$ cat src/rtl/link_pulse_gen.sv
// link_pulse_gen: 10BASE-T NLP / FLP burst generator with post-burst go strobe
// Optional feature macro TX_BUSY_SUPPRESS_EN: hold off new bursts while tx_busy is high
module link_pulse_gen #(
    parameter int INTERVAL_CYC = 320000,
    parameter int PULSE_CYC    = 2,
    parameter int SLOT_CYC     = 1250,
    parameter int GO_DLY_CYC   = 30020,
    parameter int GO_LEN_CYC   = 10
) (
    input  logic        clk,
    input  logic        resetn,
    input  logic        en,
    input  logic        mode,
    input  logic [15:0] lcw,
    input  logic        tx_busy,
    output logic        tx,
    output logic        go,
    output logic        pulse_done
);
    localparam int TW   = $clog2(INTERVAL_CYC);
    localparam int SW   = $clog2(SLOT_CYC);
    localparam int GMAX = GO_DLY_CYC > GO_LEN_CYC ? GO_DLY_CYC : GO_LEN_CYC;
    localparam int GW   = $clog2(GMAX + 1);
    localparam bit DIRECT_GO = GO_DLY_CYC == PULSE_CYC;

    typedef enum logic [2:0] {IDLE, WAIT, PULSE, GAP, GODLY, GO} state_t;

    state_t          state, state_n;
    logic [TW-1:0]   tmr, tmr_n;
    logic [SW-1:0]   sc, sc_n;
    logic [5:0]      k, k_n;
    logic [GW-1:0]   gc, gc_n;
    logic            mode_l, mode_ln;
    logic [15:0]     lcw_l, lcw_ln;
    logic            tx_n, go_n, pd_n;
    logic            hold, wrap, ps;
    logic            pulse_end, slot_end;
    logic [5:0]      last_k;

`ifdef TX_BUSY_SUPPRESS_EN
    assign hold = tx_busy && (state == IDLE || state == WAIT);
`else
    logic unused_busy;
    assign unused_busy = tx_busy;
    assign hold = 1'b0;
`endif

    assign wrap      = tmr == TW'(INTERVAL_CYC - 1);
    assign ps        = en && !hold && wrap;
    assign pulse_end = sc == SW'(PULSE_CYC - 1);
    assign slot_end  = sc == SW'(SLOT_CYC - 1);
    assign last_k    = mode_l ? 6'd32 : 6'd0;

    // next-state, counters and registered-output values; en=0 overrides everything
    always_comb begin
        state_n = state;
        tmr_n   = (hold || wrap) ? '0 : tmr + 1'b1;
        sc_n    = sc + 1'b1;
        k_n     = k;
        gc_n    = gc + 1'b1;
        mode_ln = mode_l;
        lcw_ln  = lcw_l;
        pd_n    = 1'b0;
        case (state)
            IDLE:  state_n = WAIT;
            WAIT:  if (ps) begin
                       state_n = PULSE;
                       sc_n    = '0;
                       k_n     = '0;
                       mode_ln = mode;
                       lcw_ln  = lcw;
                   end
            PULSE: if (pulse_end) begin
                       if (k == last_k) begin
                           state_n = DIRECT_GO ? GO : GODLY;
                           gc_n    = DIRECT_GO ? '0 : GW'(PULSE_CYC);
                           pd_n    = 1'b1;
                       end else begin
                           state_n = GAP;
                       end
                   end
            GAP:   if (slot_end) begin
                       state_n = PULSE;
                       sc_n    = '0;
                       k_n     = k + 1'b1;
                   end
            GODLY: if (gc == GW'(GO_DLY_CYC - 1)) begin
                       state_n = GO;
                       gc_n    = '0;
                   end
            GO:    if (gc == GW'(GO_LEN_CYC - 1)) state_n = WAIT;
            default: state_n = IDLE;
        endcase
        if (!en) begin
            state_n = IDLE;
            tmr_n   = '0;
            sc_n    = '0;
            k_n     = '0;
            gc_n    = '0;
            pd_n    = 1'b0;
        end
        // even slots are clock pulses; odd slot 2i+1 carries lcw bit i
        tx_n = state_n == PULSE && (!mode_ln || !k_n[0] || lcw_ln[k_n[4:1]]);
        go_n = state_n == GO;
    end

    // state, counters, latched word and registered outputs
    always_ff @(posedge clk or negedge resetn) begin
        if (!resetn) begin
            state      <= IDLE;
            tmr        <= '0;
            sc         <= '0;
            k          <= '0;
            gc         <= '0;
            mode_l     <= 1'b0;
            lcw_l      <= '0;
            tx         <= 1'b0;
            go         <= 1'b0;
            pulse_done <= 1'b0;
        end else begin
            state      <= state_n;
            tmr        <= tmr_n;
            sc         <= sc_n;
            k          <= k_n;
            gc         <= gc_n;
            mode_l     <= mode_ln;
            lcw_l      <= lcw_ln;
            tx         <= tx_n;
            go         <= go_n;
            pulse_done <= pd_n;
        end
    end
endmodule

$ cat config.mk
export PLATFORM = sky130hd
export DESIGN_NAME = link_pulse_gen
export DESIGN_NICKNAME = d
export VERILOG_FILES = /design/src/rtl/link_pulse_gen.sv
export SDC_FILE = /design/constraint.sdc
export NUM_CORES = 1
export LEC_CHECK = 0
export CAP_MARGIN = 20
export CORE_AREA = 10 10 124 126
export CTS_BUF_LIST = sky130_fd_sc_hd__clkbuf_4 sky130_fd_sc_hd__clkbuf_8
export DETAILED_ROUTE_END_ITERATION = 6
export DIE_AREA = 0 0 134 136
export DONT_BUFFER_PORTS = 1
export GPL_TIMING_DRIVEN = 1
export HOLD_SLACK_MARGIN = 0.05
export SKIP_LAST_GASP = 1
export SYNTH_ARGS = -nofsm -noshare
export SYNTH_HDL_FRONTEND = slang
export SYNTH_SLANG_ARGS = --single-unit
$ cat constraint.sdc
create_clock -name clk -period 7.32 [get_ports clk]
set_clock_uncertainty 0.15 [all_clocks]
set_input_delay 0.732 -clock clk [delete_from_list [all_inputs] [get_ports clk]]
set_output_delay 0.732 -clock clk [all_outputs]
set_load 0.01 [all_outputs]
After elaboration in Yosys (flattened, before gate mapping)
Index checks and enable logic that the tools add are counted.
{"block": "classes", "mux": 34, "eq_ne": 16, "magnitude_cmp": 1, "n_reduce_logical": 8, "n_addsub": 4}
{"cell": "15-bit 2-to-1 mux", "count": 4}
{"cell": "19-bit 2-to-1 mux", "count": 2}
{"cell": "11-bit 2-to-1 mux", "count": 3}
{"cell": "16-bit 2-to-1 mux", "count": 2}
{"cell": "15-bit one-hot mux with 2 select lines", "count": 1}
{"cell": "6-bit 2-to-1 mux", "count": 4}
{"cell": "11-bit one-hot mux with 2 select lines", "count": 1}
{"cell": "3-bit 2-to-1 mux", "count": 7}
{"cell": "19-bit by 1-bit adder with 19-bit output, second input constant", "count": 1}
{"cell": "19-bit equality test, second input constant", "count": 1}
{"cell": "3-bit one-hot mux with 6 select lines", "count": 1}
{"cell": "15-bit by 1-bit adder with 15-bit output, second input constant", "count": 1}
{"cell": "15-bit equality test, second input constant", "count": 1}
{"cell": "15-bit by 4-bit equality test with 1-bit output, second input constant", "count": 1}
{"cell": "6-bit one-hot mux with 2 select lines", "count": 1}
{"cell": "11-bit by 1-bit adder with 11-bit output, second input constant", "count": 1}
{"cell": "11-bit by 1-bit equality test with 1-bit output, second input constant", "count": 1}
{"cell": "11-bit equality test, second input constant", "count": 1}
{"cell": "3-bit by 2-bit equality test with 1-bit output, second input constant", "count": 3}
{"cell": "3-bit equality test, second input constant", "count": 3}
{"cell": "1-bit 2-to-1 mux", "count": 7}
{"cell": "6-bit by 1-bit adder with 6-bit output, second input constant", "count": 1}
{"cell": "6-bit equality test", "count": 1}
{"cell": "3-bit != test, second input constant", "count": 2}
{"cell": "other kinds (9)", "count": 12}
{"block": "word_totals", "inputBits": 21, "output_inout_bits": 3, "word_cells": 74, "register_bits": 74}

Longest topological paths before layout
Gate-level depths: netlist (run 1).
{"block": "logic_depth", "word_depth": 9, "depth_mapped": 11, "depth_no_buf": 11}

Worst setup path after synthesis (run 1)
OpenSTA, ideal clock, no wires.
{"block": "synth_path", "path_kind": "input -> register", "start": "input en", "end": "register tx", "setup_time_ns": 0.132, "path_slack_ns": 4.575, "t_arrival_ns": 2.464, "path_stages": 9, "t_required_ns": 7.038, "n_path_buf": 1, "path_cell_list": "clkbuf_8 and4bb_2 nand4_1 or2_1 a31oi_4 mux2_2 a22o_1 nor4_1 a211oi_1"}
{"block": "synth_via", "elab_chain_len": 8, "word_cells_on_any_way": 19, "cone_classes": "eq/ne: 1; mux: 12; reduce/logical: 6"}
{"element": "start, declared", "line": "12", "source": "input logic en,"}
{"element": "1-bit logical AND", "line": "49", "source": "assign ps = en && !hold && wrap;"}
{"element": "6-bit 2-to-1 mux", "line": "66", "source": "WAIT: if (ps) begin"}
{"element": "6-bit one-hot mux with 2 select lines", "line": "64", "source": "case (state)"}
{"element": "6-bit 2-to-1 mux", "line": "94", "source": "if (!en) begin"}
{"element": "1-bit binary-select mux with 4-bit select / 1-bit logical NOT (equally long branches)", "line": "103", "source": "tx_n = state_n == PULSE && (!mode_ln || !k_n[0] || lcw_ln[k_n[4:1]]);"}
{"element": "1-bit 2-to-1 mux (not written as such) / 1-bit logical OR (equally long branches)", "line": "103"}
{"element": "1-bit logical OR", "line": "103"}
{"element": "1-bit logical AND (*)", "line": "103"}
{"element": "named net tx_n", "line": "35", "source": "logic tx_n, go_n, pd_n;"}
{"element": "end signal, assigned", "line": "128", "source": "tx <= tx_n;"}
{"element": "end, declared", "line": "16", "source": "output logic tx,"}
The timed path passes the listed nets; every way through them passes the cells marked *. The select of a mux whose other input is x is not followed.
A chain may end at the register's enable or synchronous reset.

Worst setup path after layout (run 1)
{"block": "layout_path", "start": "register tmr[0]", "end": "register tx"}
{"block": "layout_via", "word_cells_on_any_way": 20, "cone_classes": "eq/ne: 2; mux: 12; reduce/logical: 6"}
{"element": "start, declared", "line": "29", "source": "logic [TW-1:0] tmr, tmr_n;"}
{"element": "start signal, assigned", "line": "122", "source": "tmr <= tmr_n;"}
{"element": "19-bit equality test", "line": "48", "source": "assign wrap = tmr == TW'(INTERVAL_CYC - 1);"}
{"element": "1-bit logical AND", "line": "49"}
{"element": "16-bit 2-to-1 mux", "line": "66"}
{"element": "16-bit 2-to-1 mux", "line": "64"}
{"element": "named net lcw_ln[5]", "line": "34", "source": "logic [15:0] lcw_l, lcw_ln;"}
{"element": "1-bit binary-select mux with 4-bit select", "line": "103"}
{"element": "1-bit 2-to-1 mux (not written as such)", "line": "103"}
{"element": "1-bit logical OR", "line": "103"}
{"element": "1-bit logical AND", "line": "103"}
{"element": "named net tx_n", "line": "35"}
The timed path passes the listed nets, and every way through them passes these cells. The select of a mux whose other input is x is not followed.

==> results.txt, run 1 <==
Status: completed
Largest net degree at the start of global routing: 75
Critical path's top delay family: simple AND/OR/NAND/NOR gates
Setup_tns: 0 ps
Gp weighted congestion: 0.7823
Die height: 136 um
Slowest CP cell: and3_4
Max_cap viols: 0
Hold WC Path Type: in -> async
Cell taking the most area after synthesis: dfrtp_1
Crit path DAT: 3050 ps
Tcrit/Tclk final: 40.54%
Drt pass-1 iters: 4
Share of layout cells above drive strength 1: 11.08%
Slew @ Worst Pin: 613.0 ps
Sequential-to-total area share from yosys stat: 49.09%
WL per Instance: 13.49 um
Syn Inst Count: 379
Pwr Density: 184.8 nW/um^2
Asr flop ratio synth: 100.0%
Die Area: 18220 sq um
Yosys reg bits: 74
IO Pins: 24
CP Class: reg -> reg
Post-CTS setup buffer count: 0
Met3 usage: 2.509%
CTS root buffer: clkbuf_8
First-pass GRT wire length: 13.01 mm
DRT antenna net count: 0
Post-Syn Area: 3772 sq um
Grt met2 use: 14.12%
Pre-CTS WS: 4390 ps
Busiest grt layer: met2
Die X: 134 um
Clock Latency Late Sink: 350 ps
CTS clk-pin slew, worst paths: 80 ps
Number of synthesized flops with an enable pin: 0
Element type at the critical path end: flop
Yosys top cell area share: 49.09%
Number of DRC markers in iteration 0: 89
Ys Warns: 0
Cell variety after synth: 57
Min Tclk post-route: 2968 ps
Vias in the first global route: 2685
RSZ-0062 raised after global routing: no
Post-Syn Area per Cell: 9.953 sq um
Vias per Instance: 4.727
Starting Density: 29.06%
GRT Overall Usage: 8.650%
Count of pins over their slew limit: 0
Initial antenna violation count: 0
Cell row count: 42
Cell repeated most along the worst path: mux2_2
Fmax: 0.3370 GHz
CP cell instances: ha_1 -> nand3_2 -> nor3_2 -> and3_4 -> mux2_2 -> mux2_2 -> a22o_1 -> nor4_1 -> a211oi_1
M1 GR Usage: 10.74%
Antenna diodes: 0
# fillers: 1352
Core area: 12980 sq um
Cts bufs inserted: 9
Post-DP HPWL: 5.331 mm
CP required: 7400 ps
Syn nets: 407
Fin. Hold Viols: 0
Area occupied by multi-input gates: 1809 sq um
# DRC: 0
GRT Residual Overflow: 0
Commonest cells post-synth: 74 x dfrtp_1, 64 x nor2_1, 43 x nand2_1, 21 x nand3_1, 20 x xnor2_1
Synth area leaders: dfrtp_1 49%, nor2_1 6.4%, xnor2_1 4.6%
Sequential cell area: 1852 sq um
Htree depth: 3
Final setup vio count: 0
Max Root-Sink Buffers: 2
Slew headroom: 59.13%
Via count: 2666
Area growth, synth to finish: 10.35%
CTS tree: built
VDD IR-drop max: 0.00009399 V
Crit Path Max Fanout: 20
DRT Wirelength: 7.608 mm
I/O Buffers: 0
Fin nets: 411
Leak: 1.779 nW
Ys flop type: dfrtp_1
Count of buffer and inverter cells on the critical path: 0
Clock net sink count: 74
CP startpoint kind: flop
Count leader, synth: dfrtp_1
Min setup slack post-route: 4352 ps
Largest stage delay, worst path: 430 ps
per-layer routing:
metal,share of wire (%),vias to the layer above
met5,0,-
met3,3.2,9
met2,48,42
met4,1.4,0
met1,47,1307
li1,-,1308
stage by stage:
stage          hold slack [ps]  util [%]  power (W)  area, sq um  cells
2_1_floorplan            286.4         -  0.0004418         3772    379
3_3_place_gp             295.6     30.34  0.0004444         3938    547
3_5_place_dp             296.1     30.34  0.0004451         3938    547
4_1_cts                  123.9     32.07  0.0007796         4163    564
5_1_grt                  137.9     32.07  0.0008006         4163    564
6_report                 101.3     32.07  0.0007691         4163    564
cell families (layout without fill, tap and decap cells):
kind of cell,count (synthesis),after routing,share of synthesized area [%]
buffers and inverters,23,32,2.952
AOI/OAI and AO/OA,31,31,6.236
xor gates and xnor gates,38,38,8.823
adders and majority gates,7,7,2.322
DFF,74,74,49.09
and+or+nand+nor,189,189,25.54
muxes,17,17,5.041
layout make-up:
class / instances / area share, %
Inverter: 15 / 1.353
Clock inverter: 6 / 1.593
Tap cell: 176 / 5.290
Timing Repair Buffer: 1 / 0.6613
Clock buffer: 10 / 3.156
Sequential cell: 74 / 44.48
Multi-Input combinational cell: 282 / 43.46
cell usage in the layout, fill, tap and decap left out, types with 2 or more instances in the layout:
cell type,Yosys,layout
and2_1,3,3
nand2b_1,4,4
o21ai_0,7,7
o221ai_1,2,2
a21oi_1,8,8
nand4_1,11,11
dfrtp_1,74,74
nor4_1,6,6
or3_1,6,6
o21a_1,3,3
ha_1,7,7
and3_1,6,6
xnor2_1,20,20
clkinvlp_4,0,3
nor3_1,6,6
xor2_1,18,18
and3_2,2,2
inv_1,14,14
mux2i_1,4,4
nand2_1,43,43
nor2_1,64,64
mux2_2,11,11
nand3_1,21,21
clkbuf_8,1,9
repair_timing:
item,4_1_cts,5_1_grt
endpoints found under the setup margin,0,0
hold buffers,1,0
hold endpoints to repair,74,0
resized for setup,0,0
path summary, 6_finish.rpt:
path                           start         to  slack, ps  cells after the start
max reg2reg                   tmr[0]         tx       4350                      9
min reg2reg                lcw_l[12]  lcw_l[12]        320                      2
max                           tmr[0]         tx       4350                      9
max in group asynchronous     resetn      gc[4]       6580                      1
min                           resetn         go        100                      1
min in group clk           lcw_l[12]  lcw_l[12]        320                      2
state kept, by name, indices dropped and copies added (netlist names):
signal      cells
lcw_l          16
tx              1
mode_l          1
tmr            19
sc             11
k               6
pulse_done      1
state           3
gc             15
go              1
report_power, final:
| part | internal (W) | total, W | switching [W] |
|---|---|---|---|
| registers | 0.000413 | 0.000418 | 0.00000543 |
| clock network | 0.000162 | 0.000323 | 0.000161 |
| logic | 0.00000862 | 0.0000278 | 0.0000192 |
| total | 0.000583 | 0.000769 | 0.000186 |
Note: power is estimated with default switching activity, not from simulation.
==> inputs of run 2 (changes only) <==
Clock period 7.32 ns to 2.4 ns, I/O delays scaled along.
==> run 2 against run 1 <==
Net effect: the flow now finishes with violations (setup timing); via count increased by 13%; fmax increased by 11%; register-to-register slack got worse by 4600 ps; non-clock buffer count is 87 higher; sequential share of layout area fell by 7.1 points; die area did not move; count of clock-buffer cells in the layout up 1; sequential cell count unchanged; power grew to 3.0 times the previous value.
==> results.txt, run 2 (synthesis gave the netlist of run 1 again) <==
Fmax: 0.3756 GHz
First-pass GRT wire length: 14.69 mm
Leak: 2.222 nW
Element type at the critical path end: flop
VDD IR-drop max: 0.0003065 V
Via count: 3021
Post-DP HPWL: 5.885 mm
Comb pwr share: 6.1%
Core area: 12980 sq um
Leading cell types in the layout, fill and taps excluded: 74 x dfrtp_1, 65 x buf_4, 64 x nor2_1
Die Area: 18220 sq um
Die X: 134 um
Largest net degree at the start of global routing: 75
Vias in the first global route: 3124
Die height: 136 um
CTS tree: built
Share of layout cells above drive strength 1: 25.74%
Failing checks: setup timing
Largest regs: tmr (19), lcw_l (16), gc (15)
Most flops, register: tmr
Max Root-Sink Buffers: 2
Cts bufs inserted: 9
Count of pins over their slew limit: 0
Tcrit/Tclk final: 110.9%
Status: finished with violations
CTS root buffer: clkbuf_8
CP required: 2480 ps
Internal Pwr Total: 0.001751 W
Min Tclk post-route: 2662 ps
I/O Buffers: 0
Htree depth: 3
# fillers: 1282
GRT Overall Usage: 9.715%
Commonest non-fill, non-tap cell in the layout: dfrtp_1
Vias per Instance: 4.648
CP startpoint kind: flop
Clock Latency Late Sink: 350 ps
Gp weighted congestion: 0.8271
WL per Instance: 12.93 um
Hold WC Path Type: in -> reg
IO Pins: 24
Fin nets: 498
Sw power: 0.0005421 W
Antenna diodes: 0
Min setup slack post-route: -262.2 ps
Final setup vio count: 1
Slew @ Worst Pin: 485.8 ps
Clock power share: 38.4%
Initial antenna violation count: 0
Crit path DAT: 2740 ps
Flop pwr share: 55.5%
CTS clk-pin slew, worst paths: 80 ps
DRT antenna net count: 0
Crit Path Max Fanout: 8
Fin util: 38.21%
RSZ-0062 raised after global routing: yes
# DRC: 0
Slew headroom: 67.61%
Drt pass-1 iters: 4
Pwr Density: 462.3 nW/um^2
Pre-CTS WS: -204.5 ps
Switch share: 23.64%
CP Class: reg -> reg
Clock net sink count: 74
GRT Residual Overflow: 0
DRT Wirelength: 8.403 mm
Area growth, synth to finish: 31.48%
Starting Density: 29.06%
Fin. Hold Viols: 0
Number of DRC markers in iteration 0: 143
Largest register FFs: 19
Cell row count: 42
Max_cap viols: 0
run 2: changes by cell type in the layout (fill, tap and decap cells not counted), sizes merged:
| cell | before | now |
|---|---|---|
| clkinv | 2 | 5 |
| bufinv | 1 | 0 |
| buf | 1 | 69 |
| inv | 15 | 13 |
| clkbuf | 10 | 11 |
| dlygate4sd3 | 0 | 19 |
| clkinvlp | 3 | 1 |
run 2: power groups by stage:
stage	clock [W]	sequential, W	combinational, W
2_1_floorplan	0	0.00130	0.0000531
3_3_place_gp	0	0.00130	0.0000798
3_5_place_dp	0	0.00130	0.0000815
4_1_cts	0.000918	0.00127	0.000144
5_1_grt	0.000968	0.00127	0.000160
6_report	0.000881	0.00127	0.000140
run 2: final timing paths:
check,start,end,slack (ps),cells after the start
max in group asynchronous,resetn,mode_l,1490,2
worst max-delay path,tmr[12],tx,-260,8
min in group asynchronous,resetn,gc[5],310,2
worst max register to register,tmr[12],tx,-260,8
worst min-delay path,en,tmr[1],80,3
worst min register to register,lcw_l[15],lcw_l[15],320,2
run 2: layer usage:
metal | up-vias | global-route usage, % | wire (um) | part of all wire, %
li1 | 1483 | - | - | -
met1 | 1496 | 11.22 | 3792 | 45
met2 | 33 | 17.24 | 4304 | 51
met3 | 9 | 2.731 | 235 | 2.8
met4 | 0 | 2.660 | 70 | 0.83
met5 | - | 0 | 0 | 0
run 2: final cells by class:
cell class,instances,area (sq um),area share (%)
Timing Repair Buffer,88,739.5,14.91
Clock buffer,11,151.4,3.052
Multi-Input combinational cell,282,1909,38.50
Inverter,15,60.06,1.211
Tap cell,176,220.2,4.440
Clock inverter,4,27.53,0.5550
Sequential cell,74,1852,37.34
run 2: worst max-delay path, stage by stage (launching register included):
cell,delay (ps)
dfrtp_1,410
nor4bb_4,300
and3_1,210
and3_4,270
mux2_2,370
mux2_2,270
a22o_1,260
nor4_4,240
a211oi_2,70
run 2: what timing repair did:
| item | 4_1_cts | 5_1_grt |
|---|---|---|
| endpoints found under the hold margin | 97 | 0 |
| setup buffers | 6 | 0 |
| gates resized for setup | 6 | 9 |
| pin swaps | 5 | 6 |
| hold buffers | 20 | 0 |
| endpoints found under the setup margin | 1 | 16 |
run 2: stage by stage:
step	hold slack (ps)	instances	setup TNS, ps	power [W]	area [sq um]
6_report	83.71	650	-262.2	0.002293	4960
5_1_grt	74.99	650	-407.1	0.002402	4960
4_1_cts	55.96	650	-237.7	0.002334	4907
3_5_place_dp	-199.5	609	-204.5	0.001378	4437
3_3_place_gp	-199.7	609	-216.1	0.001376	4437
2_1_floorplan	-205.6	379	-142.0	0.001351	3806
==> inputs of run 3 (changes only) <==
Settings changed: SKIP_LAST_GASP 1 to default.
==> results of run 3 <==
No change in the layout: final DEF, timing and power equal those of run 2.
